`config.mk`:
```
export PLATFORM = sky130hd
export DESIGN_NAME = operand_demux
export DESIGN_NICKNAME = d
export VERILOG_FILES = /design/src/rtl/operand_demux.sv
export SDC_FILE = /design/constraint.sdc
export NUM_CORES = 1
export LEC_CHECK = 0
export BUFFER_PORTS_ARGS = -buffer_cell sky130_fd_sc_hd__buf_2
export CORE_ASPECT_RATIO = 1.25
export CORE_MARGIN = 3
export CORE_UTILIZATION = 30
export DETAILED_ROUTE_END_ITERATION = 10
export PLACE_DENSITY_LB_ADDON = 0.2
export SLEW_MARGIN = 5
export SYNTH_ARGS = -nofsm -noshare
export SYNTH_HDL_FRONTEND = slang
export SYNTH_SLANG_ARGS = --single-unit
```
`constraint.sdc`:
```
create_clock -name clk -period 1.32 [get_ports clk]
set_input_delay 0.396 -clock clk [delete_from_list [all_inputs] [get_ports clk]]
set_output_delay 0.396 -clock clk [all_outputs]
set_load 0.05 [all_outputs]
```
`src/rtl/operand_demux.sv`:
```
// Sequential 1-to-4 operand distributor: fills slots a..d from a tagged word stream
// and presents them as one operand set once every slot holds a fresh value.
module operand_demux #(
   parameter int WIDTH = 16
) (
   input  logic                    clk,
   input  logic                    rst_n,
   input  logic                    in_valid,
   output logic                    in_ready,
   input  logic [1:0]              in_sel,
   input  logic signed [WIDTH-1:0] in_data,
   output logic                    out_valid,
   input  logic                    out_ready,
   output logic signed [WIDTH-1:0] a,
   output logic signed [WIDTH-1:0] b,
   output logic signed [WIDTH-1:0] c,
   output logic signed [WIDTH-1:0] d,
   output logic [3:0]              loaded,
   output logic                    overwrite
);

   typedef enum logic [0:0] {
      LOAD = 1'b0,
      FULL = 1'b1
   } state_t;

   state_t                    state_r, state_s;
   logic signed [WIDTH-1:0]   a_r, b_r, c_r, d_r;
   logic signed [WIDTH-1:0]   a_s, b_s, c_s, d_s;
   logic [3:0]                loaded_r, loaded_s;
   logic                      overwrite_r, overwrite_s;

   // Next-state and next-register decode; operands are kept across the FULL->LOAD handshake.
   always_comb begin
      state_s     = state_r;
      loaded_s    = loaded_r;
      overwrite_s = overwrite_r;
      a_s         = a_r;
      b_s         = b_r;
      c_s         = c_r;
      d_s         = d_r;
      case (state_r)
         LOAD: begin
            if (in_valid) begin
               loaded_s = loaded_r | (4'b0001 << in_sel);
               if (loaded_r[in_sel]) begin
                  overwrite_s = 1'b1;
               end else begin
                  overwrite_s = overwrite_r;
               end
               case (in_sel)
                  2'd0:    a_s = in_data;
                  2'd1:    b_s = in_data;
                  2'd2:    c_s = in_data;
                  2'd3:    d_s = in_data;
                  default: a_s = a_r;
               endcase
               if (loaded_s == 4'b1111) begin
                  state_s = FULL;
               end else begin
                  state_s = LOAD;
               end
            end else begin
               state_s = LOAD;
            end
         end
         FULL: begin
            if (out_ready) begin
               state_s     = LOAD;
               loaded_s    = 4'b0000;
               overwrite_s = 1'b0;
            end else begin
               state_s = FULL;
            end
         end
         default: begin
            state_s     = LOAD;
            loaded_s    = 4'b0000;
            overwrite_s = 1'b0;
         end
      endcase
   end

   // State and operand registers; reset discards any partial or complete set.
   always_ff @(posedge clk or negedge rst_n) begin
      if (!rst_n) begin
         state_r     <= LOAD;
         a_r         <= '0;
         b_r         <= '0;
         c_r         <= '0;
         d_r         <= '0;
         loaded_r    <= 4'b0000;
         overwrite_r <= 1'b0;
      end else begin
         state_r     <= state_s;
         a_r         <= a_s;
         b_r         <= b_s;
         c_r         <= c_s;
         d_r         <= d_s;
         loaded_r    <= loaded_s;
         overwrite_r <= overwrite_s;
      end
   end

   // Handshake signals come straight from the state flop, so no input-to-output path exists.
   assign in_ready  = (state_r == LOAD);
   assign out_valid = (state_r == FULL);
   assign a         = a_r;
   assign b         = b_r;
   assign c         = c_r;
   assign d         = d_r;
   assign loaded    = loaded_r;
   assign overwrite = overwrite_r;

endmodule

```
Word-level counts from Yosys, hierarchy flattened
Index checks and enable logic that the tools add are counted.
{ "classes": {"mux": 13, "order_cmp": 1, "shift": 1, "bitwise": 2, "reduce_logical": 7, "eq_ne": 7} }
{ "ops": {"columns": ["op", "n"], "rows": [
  ["AND reduction 3 bit", 5],
  ["two-way mux 4 bit", 2],
  ["case mux 4 bit (2 select lines)", 1],
  ["two-way mux 1 bit", 7],
  ["equality test 2 bit (second input constant)", 2],
  ["equality test 4 bit (second input constant)", 1],
  ["inequality test 2 bit (second input constant)", 2],
  ["bitwise OR 4 bit", 1],
  ["case mux 1 bit (2 select lines)", 2],
  ["<< shifter 1 x 2 -> 4 bit (first input constant)", 1],
  ["less-than comparator 2 x 3 -> 1 bit (second input constant)", 1],
  ["binary-select mux 1 bit (select 2 bit)", 1],
  ["equality test 2 x 1 -> 1 bit (second input constant)", 1],
  ["logical NOT 2 bit", 1],
  ["inequality test 2 x 1 -> 1 bit (second input constant)", 1],
  ["AND reduction 2 bit", 1],
  ["NOT 1 bit", 1]
]} }
{ "word_totals": {"in_bits": 22, "regBits": 70, "wordCells": 38, "output_inout_bits": 71} }

Longest topological paths before layout
{ "logic_depth": {"depth_word": 6, "depth_mapped": 6, "depth_no_buf": 4} }

Worst setup path after synthesis
OpenSTA, ideal clock, no wires.
{ "synth_timing": {"kind": "register to register", "start": "register state_r, in the netlist out_valid", "end": "register a_r[10], in the netlist a[10]", "slack_ns": -0.420, "t_arrival_ns": 1.615, "n_path_buf": 1, "setup_time_ns": 0.125, "stages_incl_launch_ff": 5, "period_less_slack_ns": 1.740, "required_ns": 1.195, "path_cell_list": "dfrtp_1 -> nand2b_4 -> nor3_4 -> buf_6 -> mux2_2"} }
{ "synth_between": {"elab_chain_cells": 2} }
{ "synth_rtl": {"columns": ["item", "line_no", "source"], "rows": [
  ["start: declaration", "27", "state_t state_r, state_s;"],
  ["start signal: assignment", "95", "state_r <= state_s;"],
  ["NOT 1 bit (no source line)", null, null],
  ["AND reduction 3 bit (no source line)", null, null],
  ["end signal: assignment", "96", "a_r <= a_s;"],
  ["end: declaration", "28", "logic signed [WIDTH-1:0] a_r, b_r, c_r, d_r;"]
]} }
No other way between the ends.
A chain may end at the register's enable or synchronous reset.

Worst setup path after layout
{ "layout_timing": {"start": "register state_r, in the netlist out_valid", "end": "register b_r[5], in the netlist b[5]"} }
{ "layout_between": {"elab_chain_cells": 2} }
{ "layout_rtl": {"columns": ["item", "line_no", "source"], "rows": [
  ["NOT 1 bit (no source line)", null, null],
  ["AND reduction 3 bit (no source line)", null, null],
  ["end signal: assignment", "97", "b_r <= b_s;"],
  ["end: declaration", "28", null]
]} }
No other way between the ends.

==> out/results.txt <==
status - finished with violations
failing checks - setup timing
Worst R2R Setup Slack - -0.16 ns
CTS buffer count - 9
Power Total - 13600 uW
RSZ-0062 raised after global routing - true
Slew Limit Headroom - 0.862
clk root buf - clkbuf_8
Placed Instances - 387
asr flop ratio synth - 1.00
Worst Path Max Fanout - 11
final hold violations - 0
DIE HEIGHT - 113 um
TritonRoute pass-1 iters - 4
Layout Cells excl Fill - 423
placer congestion estimate - 0.770
Worst Path Required - 1.53 ns
Iter 0 DRT Violations - 25
Seq pwr share - 0.281
Worst Setup End Kind - register
detailed placer's ending HPWL - 4580 um
CP Launch Type - register
worst setup margin - -0.155 ns
clock power share - 0.149
Vias/cell - 4.43
setup TNS - -5.15 ns
Final nets - 320
io pins - 93
capturing point of the worst reg2reg path - b[5]
most frequent cells after synthesis - dfrtp_1, mux2_2, buf_6
Core Rows - 38
Clk pin slew, worst setup/hold paths - 0.08 ns
NetSw - 5900 uW
clk_skew - 0.00789 ns
Post-Route WL - 6860 um
Int Pwr - 7680 uW
syn avg cell area - 16.7 um^2
layout cells sized above 1 - 0.736
Crit Reg-Reg Startpoint - out_valid
GRT overflow - 0
Initial Util - 0.313
fin util - 0.521
Worst Reg-to-Reg Cells - 4
worst slew pin tran - 0.207 ns
yosys warns - 0
Peak Freq - 0.678 GHz
initial antenna violation count - 0
top-area cell type share of the netlist area - 0.635
Final min period - 1.48 ns
final period utilization - 1.12
synth unique cells - 23
largest net degree at the start of global routing - 33
sequential cell area - 0.00176 mm^2
Post-synth EDFFs - 0
fillcell total - 736
net count after synthesis - 187
Yosys top cell by area - dfrtp_1
cell with the most instances after synthesis - dfrtp_1
post-synthesis sequential area ratio - 0.635
ANT nets after route - 0
#FFs+latches synth - 70
Layout area overhead - 66.4%
via count - 1875
Area contributors post-synth - dfrtp_1, mux2_2, buf_6
DIE WIDTH - 91.7 um
Multi-input gate area - 0.00112 mm^2
first-pass GRT wire length - 10800 um
number of max-cap violations - 0
hold buffer count at cts - 0
Combinational Power Share - 0.569
Most used DFF post-synth - dfrtp_1
crit path kind - reg2reg
DRC - 0
Pleak - 0.00218 uW
Total GRT Usage - 0.134
switching share of total power - 0.434
critical path arrival - 1.69 ns
vias in the first global route - 1961
H-tree level count - 3
cell area after synthesis - 0.00276 mm^2
final setup fails - 64
worst hold-check path type - in2async
hold_ws - 0.0653 ns
worst skew pair latency - 0.33 ns
IO Port Bufs - 92
power per cell area - 2960 mW/mm^2
maximum clock path buffer count - 2
Avg WL per Cell - 16.2 um
DIE AREA - 0.0104 mm^2
ant diodes - 0
CTS tree - yes
Slew Limit Fails - 0
VDD IR max - 0.00143 V
# clock sinks - 70
area of the core - 0.00880 mm^2
Syn Inst Count - 165
## placed cells by master (no fill, tap or decap), types with 3 or more instances in the layout
cell       Yosys  routed
dfrtp_1       70      65
bufinv_16      0       3
buf_4          2      26
buf_2          0      21
buf_12         0       9
mux2_4         0      49
dfrtp_2        0       5
clkbuf_8       0       9
mux2_2        63      15
buf_6          5      71
## what timing repair did
item,in CTS,in global routing
resized for setup,140,24
endpoints found under the setup margin,133,123
buffers inserted,4,16
endpoints found under the hold margin,0,0
## area by class of cell
class                      instances  area share
inverter                           2     0.00218
clock inverter                     6      0.0240
timing repair buffer             129       0.286
multi-input combinational         86       0.244
sequential                        70       0.383
tap                              120      0.0327
clock buffer                      10      0.0278
## state kept, by name, summed over array words and instances (netlist names)
| register | cells |
|---|---|
| a | 16 |
| b | 16 |
| out_valid | 1 |
| loaded | 4 |
| overwrite | 1 |
| c | 16 |
| d | 16 |
## critical path: stages, from the launching register on
cell	delay (ns)
dfrtp_2	0.42
nand2b_4	0.18
nor3b_4	0.21
buf_6	0.20
mux2_2	0.34
## metal layers
layer / vias up / part of all wire / global-route usage / routed length [um]
li1: 846 / - / - / -
met1: 953 / 0.44 / 0.169 / 2990
met2: 67 / 0.48 / 0.216 / 3320
met3: 9 / 0.065 / 0.0399 / 448
met4: 0 / 0.015 / 0.0535 / 102
met5: - / 0 / 0 / 0
## metrics by stage
step | setup slack, ns | instance area (um^2)
floorplan | -0.311 | 2900
global placement | -0.177 | 3680
detailed placement | -0.208 | 3680
CTS | -0.169 | 4380
global route | -0.195 | 4590
finish | -0.155 | 4590
## cells by family (layout without fill, tap and decap cells)
logic type	after synthesis	in the layout	synth area share
and+or+nand+nor	10	10	0.0390
DFF	70	70	0.635
AOI/OAI and AO/OA	11	11	0.0272
buffers and inverters	9	147	0.0286
muxes	65	65	0.270
## power groups by stage
stage | clock network (uW) | logic [uW] | registers, uW
after global placement | 0 | 6050 | 3640
after global routing | 2190 | 8000 | 3940
after detailed placement | 0 | 6100 | 3620
after floorplan | 0 | 1370 | 6830
final | 2030 | 7730 | 3820
after CTS | 2090 | 7290 | 3790
## worst max-delay path by stage
stage	start	end	depth (start not counted)
floorplan	out_valid	a[10]	4
detailed placement	in_sel[1]	b[13]	4
finish	out_valid	b[5]	4
CTS	out_valid	b[0]	4
global route	out_valid	b[3]	4
global placement	in_sel[1]	b[5]	4
Note: power is estimated with default switching activity, not from simulation.
